===== config.mk =====
export PLATFORM = sky130hd
export DESIGN_NAME = spi_integ_trig_ctrl
export DESIGN_NICKNAME = d
export VERILOG_FILES = /design/src/rtl/spi_integ_trig_ctrl.sv
export SDC_FILE = /design/constraint.sdc
export NUM_CORES = 2
export LEC_CHECK = 0
export ABC_AREA = 1
export BUFFER_PORTS_ARGS = -buffer_cell sky130_fd_sc_hd__buf_2
export CAP_MARGIN = 40
export CORE_ASPECT_RATIO = 1.1
export CORE_MARGIN = 2
export CORE_UTILIZATION = 45
export DETAILED_ROUTE_END_ITERATION = 12
export PLACE_DENSITY_LB_ADDON = 0.3
export SYNTH_ARGS = -nofsm -noshare
export SYNTH_HDL_FRONTEND = slang
export SYNTH_SLANG_ARGS = --single-unit

===== constraint.sdc =====
create_clock -name spi_clk -period 7.5 [get_ports spi_clk]
set_input_delay 0.375 -clock spi_clk [delete_from_list [all_inputs] [get_ports spi_clk]]
set_output_delay 0.375 -clock spi_clk [all_outputs]
set_load 0.03 [all_outputs]

===== src/rtl/spi_integ_trig_ctrl.sv =====
// Integration-window sequencer with average-magnitude fault detection and
// trigger lockout gating, all in the SPI clock domain.
module spi_integ_trig_ctrl #(
  parameter int SAMPLE_W = 16,
  parameter int ACC_W    = 48
) (
  input  logic                       spi_clk,
  input  logic                       reset,
  input  logic                       spi_en,
  input  logic                       integ_en,
  input  logic [31:0]                integ_window,
  input  logic [14:0]                integ_thresh_avg,
  input  logic [31:0]                trig_lockout,
  input  logic                       sample_valid,
  input  logic signed [SAMPLE_W-1:0] sample,
  input  logic                       trig_in,
  output logic                       trig_out,
  output logic                       trig_dropped,
  output logic                       integ_active,
  output logic                       window_done,
  output logic                       over_thresh
);

  // Handshake: sample_valid is a single-cycle strobe with no backpressure;
  // every cycle it is high in RUN consumes exactly one sample.

  typedef enum logic [1:0] {ST_IDLE, ST_RUN, ST_FAULT} state_e;

  localparam logic [SAMPLE_W-1:0] ONE_S = {{(SAMPLE_W-1){1'b0}}, 1'b1};

  state_e            state_q, state_d;
  logic [ACC_W-1:0]  acc_q, acc_d;
  logic [ACC_W-1:0]  limit_q, limit_d;
  logic [31:0]       cnt_q, cnt_d;
  logic [31:0]       win_q, win_d;
  logic [31:0]       lock_cnt_q, lock_cnt_d;
  logic              trig_out_q, trig_out_d;
  logic              trig_dropped_q, trig_dropped_d;
  logic              window_done_q, window_done_d;
  logic              over_thresh_q, over_thresh_d;

  logic [SAMPLE_W-1:0] mag;
  logic [ACC_W-1:0]    acc_next;
  logic [31:0]         cnt_next;
  logic [ACC_W-1:0]    limit_new;

  // Two's-complement negation in SAMPLE_W bits maps the most negative value
  // onto 2^(SAMPLE_W-1) when read unsigned, so no saturation is needed.
  assign mag       = sample[SAMPLE_W-1] ? (~$unsigned(sample) + ONE_S) : $unsigned(sample);
  assign acc_next  = acc_q + ACC_W'(mag);
  assign cnt_next  = cnt_q + 32'd1;
  assign limit_new = ACC_W'(integ_thresh_avg) * ACC_W'(integ_window);

  always_comb begin
    state_d       = state_q;
    acc_d         = acc_q;
    cnt_d         = cnt_q;
    win_d         = win_q;
    limit_d       = limit_q;
    window_done_d = 1'b0;
    over_thresh_d = over_thresh_q;
    case (state_q)
      ST_IDLE: begin
        over_thresh_d = 1'b0;
        if (spi_en && integ_en && integ_window != 32'd0) begin
          state_d = ST_RUN;
          win_d   = integ_window;
          limit_d = limit_new;
          acc_d   = '0;
          cnt_d   = '0;
        end
      end
      ST_RUN: begin
        if (!spi_en || !integ_en) begin
          state_d = ST_IDLE;
          acc_d   = '0;
          cnt_d   = '0;
        end else if (sample_valid) begin
          if (cnt_next == win_q) begin
            // Window boundary: restart immediately with freshly latched config.
            window_done_d = 1'b1;
            acc_d         = '0;
            cnt_d         = '0;
            win_d         = integ_window;
            limit_d       = limit_new;
            if (acc_next > limit_q) begin
              over_thresh_d = 1'b1;
              state_d       = ST_FAULT;
            end else if (integ_window == 32'd0) begin
              state_d = ST_IDLE;
            end
          end else begin
            acc_d = acc_next;
            cnt_d = cnt_next;
          end
        end
      end
      ST_FAULT: begin
        if (!spi_en) begin
          state_d       = ST_IDLE;
          over_thresh_d = 1'b0;
        end
      end
      default: state_d = ST_IDLE;
    endcase
  end

  always_comb begin
    lock_cnt_d     = lock_cnt_q;
    trig_out_d     = 1'b0;
    trig_dropped_d = 1'b0;
    if (!spi_en) begin
      lock_cnt_d = '0;
    end else if (trig_in && lock_cnt_q == 32'd0) begin
      trig_out_d = 1'b1;
      lock_cnt_d = trig_lockout;
    end else if (lock_cnt_q != 32'd0) begin
      lock_cnt_d     = lock_cnt_q - 32'd1;
      trig_dropped_d = trig_in;
    end
  end

  always_ff @(posedge spi_clk or posedge reset) begin
    if (reset) begin
      state_q        <= ST_IDLE;
      acc_q          <= '0;
      limit_q        <= '0;
      cnt_q          <= '0;
      win_q          <= '0;
      lock_cnt_q     <= '0;
      trig_out_q     <= 1'b0;
      trig_dropped_q <= 1'b0;
      window_done_q  <= 1'b0;
      over_thresh_q  <= 1'b0;
    end else begin
      state_q        <= state_d;
      acc_q          <= acc_d;
      limit_q        <= limit_d;
      cnt_q          <= cnt_d;
      win_q          <= win_d;
      lock_cnt_q     <= lock_cnt_d;
      trig_out_q     <= trig_out_d;
      trig_dropped_q <= trig_dropped_d;
      window_done_q  <= window_done_d;
      over_thresh_q  <= over_thresh_d;
    end
  end

  assign trig_out     = trig_out_q;
  assign trig_dropped = trig_dropped_q;
  assign integ_active = (state_q == ST_RUN);
  assign window_done  = window_done_q;
  assign over_thresh  = over_thresh_q;

endmodule


; Word-level counts from Yosys, hierarchy flattened
; Cells that the tools add are included.
[op_classes]
n_reduce_logical = 17
n_eq_ne = 13
bitwise_logic = 1
n_mul = 1
order_cmp = 1
n_mux = 47
shifts = 0
div_mod_pow = 0
n_addsub = 4
[op_table]
columns = op, count
row1 = 48-bit two-way mux, 8
row2 = 32-bit two-way mux, 11
row3 = 48-bit case mux with 2 select lines, 2
row4 = 32-bit case mux with 2 select lines, 2
row5 = 32-bit zero test, 2
row6 = 32-bit nonzero test, 2
row7 = 48-bit by 16-bit adder with 48-bit output, 1
row8 = 48-bit greater-than comparator, 1
row9 = 15-bit by 32-bit multiplier with 47-bit output, 1
row10 = 32-bit by 1-bit adder with 32-bit output (second input constant), 1
row11 = 32-bit == test, 1
row12 = 32-bit by 1-bit subtractor with 32-bit output (second input constant), 1
row13 = 16-bit by 1-bit adder with 16-bit output (second input constant), 1
row14 = 16-bit two-way mux, 1
row15 = 16-bit inverter, 1
row16 = 1-bit two-way mux, 14
row17 = 2-bit two-way mux, 7
row18 = 5-bit AND reduction, 2
row19 = 2-bit inequality test (second input constant), 4
row20 = 3-bit by 1-bit inequality test with 1-bit output (second input constant), 2
row21 = 2-bit case mux with 3 select lines, 1
row22 = 6-bit AND reduction, 1
row23 = 2-bit by 1-bit inequality test with 1-bit output (second input constant), 2
row24 = 4-bit by 1-bit inequality test with 1-bit output (second input constant), 1
row25 = other kinds (11), 14
[totals]
latch_bits = 0
memories = 0
ramBits = 0
inputBits = 101
rom_bits = 0
regBits = 198
wordCells = 94
out_inout_bits = 5

; Depth between registers and ports, before layout
[logic_depth]
ltp_word = 10
depth_mapped = 38
depth_no_buf = 38

; Worst setup path after synthesis
; OpenSTA, ideal clock, no wires.
[synth_timing]
kind = input to register
from = input integ_window[15]
to = register limit_q[41]
required_ns = 7.383
setup_ns = 0.117
path_slack_ns = 1.572
stages = 27
t_arrival_ns = 5.811
n_path_buf = 2
cell_sequence = clkbuf_1 clkbuf_1 nand2_1 fa_1 inv_1 fa_1 fa_1 inv_1 fa_1 inv_1 fa_1 inv_1 fa_1 inv_1 ha_1 nand2_1 nor2_1 and2_1 and3_1 a21oi_1 o21bai_1 nand2_1 nand2_1 a21oi_1 nand2_1 nand3_1 nand2_1
[synth_between]
elab_chain_cells = 5
elab_cells_between_ends = 10
classes_between = mul: 1 / eq/ne: 1 / mux: 5 / reduce/logical: 3
[synth_lines]
columns = element, line_no
row1 = start: declaration, 11  ; input logic [31:0] integ_window,
row2 = 15-bit by 32-bit multiplier with 47-bit output, 52  ; assign limit_new = ACC_W'(integ_thresh_avg) * ACC_W'(integ_window);
row3 = 48-bit two-way mux, 79  ; if (cnt_next == win_q) begin
row4 = 48-bit two-way mux, 78  ; end else if (sample_valid) begin
row5 = 48-bit two-way mux, 74  ; if (!spi_en || !integ_en) begin
row6 = 48-bit case mux with 2 select lines, 62  ; case (state_q)
row7 = end signal: assignment, 138  ; limit_q <= limit_d;
row8 = end: declaration, 33  ; logic [ACC_W-1:0] limit_q, limit_d;
; Parallel ways exist; a longest one is shown, timed or not. The select of a mux whose other input is x is not followed.
; A chain may end at the register's enable or synchronous reset.

; Final worst setup path
[layout_timing]
from = input integ_thresh_avg[5]
to = register limit_q[40]
[layout_between]
elab_chain_cells = 5
elab_cells_between_ends = 6
classes_between = mul: 1 / mux: 5
[layout_lines]
columns = element, line_no
row1 = start: declaration, 12  ; input logic [14:0] integ_thresh_avg,
row2 = 15-bit by 32-bit multiplier with 47-bit output (*), 52
row3 = 48-bit two-way mux, 79
row4 = 48-bit two-way mux, 78
row5 = 48-bit two-way mux, 74
row6 = 48-bit case mux with 2 select lines (*), 62
; Every way passes the cells marked *; elsewhere a longest branch is shown, timed or not. The select of a mux whose other input is x is not followed.

==> flow_summary.ini <==
[run_status]
status = finished, final reports clean

[drt]
totalWireLength_um = 79300
antenna_left = 0
drcViolationCount = 0
dr.pass1.iters = 5
vias = 24300
wire_per_inst_um = 16.6
viasPerCell = 5.10
drt_iter0_drc = 1522

[setup_path]
endpoint_kind = register
worst-path-stages = 25
r2r_end = state_q[0]
r2r_slack_ns = 2.60
cp_slowest_cell = fa_1
crit_start = integ_thresh_avg[5]
startpoint_type = primary input
path_buf_inv = 5
worstPathRequired_ns = 7.91
ff2ff_path_depth = 23
cp-endpoint = limit_q[40]
crit_fanout = 29
critPathTopFamily = adder cells
crit_type = in -> reg
crit_arrival_ns = 6.63
rr_startpoint = acc_q[3]
cpPeakStageDelay_ns = 0.57

[clock_network]
worstSkewPairLatency_ns = 0.47
clkSinkCount = 197
cts.clk_slew.worst_paths_ns = 0.09
cts_tree = yes
cts_setup_buffers = 0
cts_buffer_depth = 2
cts_hold_buf = 1
cts_resized = 0
clock-root-buffer = clkbuf_16
cts_made_buffers = 17
htree_levels = 4

[die]
die_y_um = 269
die-width_um = 245
io_pins = 106
dieArea_sq_um = 65800
row_count = 97
core_sq_um = 63400
initial_utilization_pct = 45.3

[synth]
netlist.area_leader.share_pct = 27.1
synthesis.nets = 4577
ys_ff_latch = 197
synth_cell_types = 52
synth_seq_area_share_pct = 17.2
yosysWarningCount = 0
synth.largest_area_cell = fa_1
avgSynthCellArea_sq_um = 7.34
synth_cells = 3910
synthTopCellsByArea = fa_1, dfrtp_1, nand2_1
synth_area_sq_um = 28700

[timing]
final.period_utilization_pct = 82.9
max_freq_ghz = 0.161
rsz0062_at_grt = no
finalSetupViolations = 0
setup_tns_ns = 0
worst_pin_slew_ns = 0.773
drv_slew = 0
setup_slack_ns = 1.28
relSlewSlack_pct = 48.5
finalHoldViolCount = 0
fin_skew_ns = 0.0222
min_period_ns = 6.22

[grt]
antenna_found_initial = 1
busiest_layer = met2
grt.total_usage_pct = 25.3
grt_pass1_wl_um = 132000
grt_pass1_vias = 25400
grt_max_degree = 87
use_met3_pct = 2.59
gr-usage-met2_pct = 44.6
grt_overflow = 0
gr-usage-met1_pct = 32.7

[cells_and_area]
mostFrequentLayoutCell = nand2_1
layout_common_cells = nand2_1, inv_1, fa_1
drive_gt1_share_pct = 5.40
seqCellArea_sq_um = 4930
fillCellCount = 6406
finalNonFillerCells = 4766
multi_input_area_sq_um = 19800
area_delta_synth_final_pct = 6.28
stdcell_area_sq_um = 30500
nNetsFinal = 4578

[place]
gp_congestion = 0.949
pre_cts_ws_ns = 0.837
dpl.hpwl_um = 62700
placed_cell_area_sq_um = 29900
portBuffers = 105
dp.cells = 4732

[job]
cap_violations = 0

[hold_path]
hold_class = in -> reg
## metal layers
| layer | wire length (um) | vias up |
|---|---|---|
| met5 | 0 | - |
| met4 | 2270 | 0 |
| met3 | 3550 | 128 |
| met2 | 39000 | 599 |
| met1 | 34500 | 11900 |
| li1 | - | 11700 |
## metrics by stage
step | hold WS [ns] | utilization [%]
5_1_grt | 0.164 | 48.1
3_3_place_gp | 0.467 | 47.1
6_report | 0.145 | 48.1
2_1_floorplan | 0.444 | -
3_5_place_dp | 0.397 | 47.2
4_1_cts | 0.135 | 48.1
## flip-flops by register name, indices dropped and copies added, names as in the netlist
| name | flops |
|---|---|
| window_done | 1 |
| state_q | 2 |
| acc_q | 48 |
| lock_cnt_q | 32 |
| over_thresh | 1 |
| limit_q | 47 |
| cnt_q | 32 |
| trig_dropped | 1 |
| win_q | 32 |
| trig_out | 1 |
## synth_stat cells (all sizes together)
cell    count
a31oi       6
dfrtp     197
clkbuf    127
xnor3       2
nand3      89
nor2      250
o311ai      1
xor2       95
o21a        9
and3        5
o21bai     12
a22oi      13
nand4      28
nor3b       6
a21oi     136
a21o        6
o211ai      2
buf        23
nor4       24
a21boi      1
o22ai      43
o21ai     143
or3         1
ha        177
inv       894
o31ai       2
a221oi      2
o32ai       1
o221ai      1
xnor2      29
nor3       38
a32oi       1
nand2    1125
clkinv      2
a211oi      4
a31o        2
and2        4
fa        389
nand3b     15
or2         5
## layout make-up
cell class / instances / area share [%]
multi-input cells: 2667 / 64.8
repair buffers: 132 / 2.62
clock inverters: 14 / 0.423
clock buffers: 18 / 1.44
inverters: 896 / 11.1
diodes: 1 / 0.00820
flip-flops and latches: 197 / 16.2
well taps: 841 / 3.45
## cells by family (layout without fill, tap and decap cells)
logic type | after synthesis | in the layout | synth area share, %
adders and majority gates | 566 | 566 | 34.9
buffers and inverters | 1046 | 1060 | 13.9
DFF | 197 | 197 | 17.2
and+or+nand+nor | 1590 | 1590 | 22.5
other | 0 | 1 | 0
xor gates and xnor gates | 126 | 126 | 3.94
AOI/OAI and AO/OA | 385 | 385 | 7.60
## worst reg2reg max path, delay by kind of cell (launching register included)
| kind | cells | cell delay [ns] |
|---|---|---|
| AND/OR/NAND/NOR | 15 | 2.21 |
| AO/OA/AOI/OAI | 4 | 1.26 |
| adder cells (fa/ha/maj) | 2 | 0.64 |
| flip-flops | 1 | 0.39 |
| XOR/XNOR | 1 | 0.22 |
| buffers and inverters | 1 | 0.07 |
## worst min path at each step
stage,start,end,cells past startpoint
floorplan,win_q[10],win_q[10],2
global placement,limit_q[20],limit_q[20],2
detailed placement,reset,acc_q[10],2
CTS,trig_lockout[15],lock_cnt_q[15],3
global route,trig_lockout[11],lock_cnt_q[11],3
finish,trig_lockout[27],lock_cnt_q[27],3
Power is left out: the tool's default activity adds up to more than one toggle a clock period on the data nets, which glitch-free logic cannot reach.
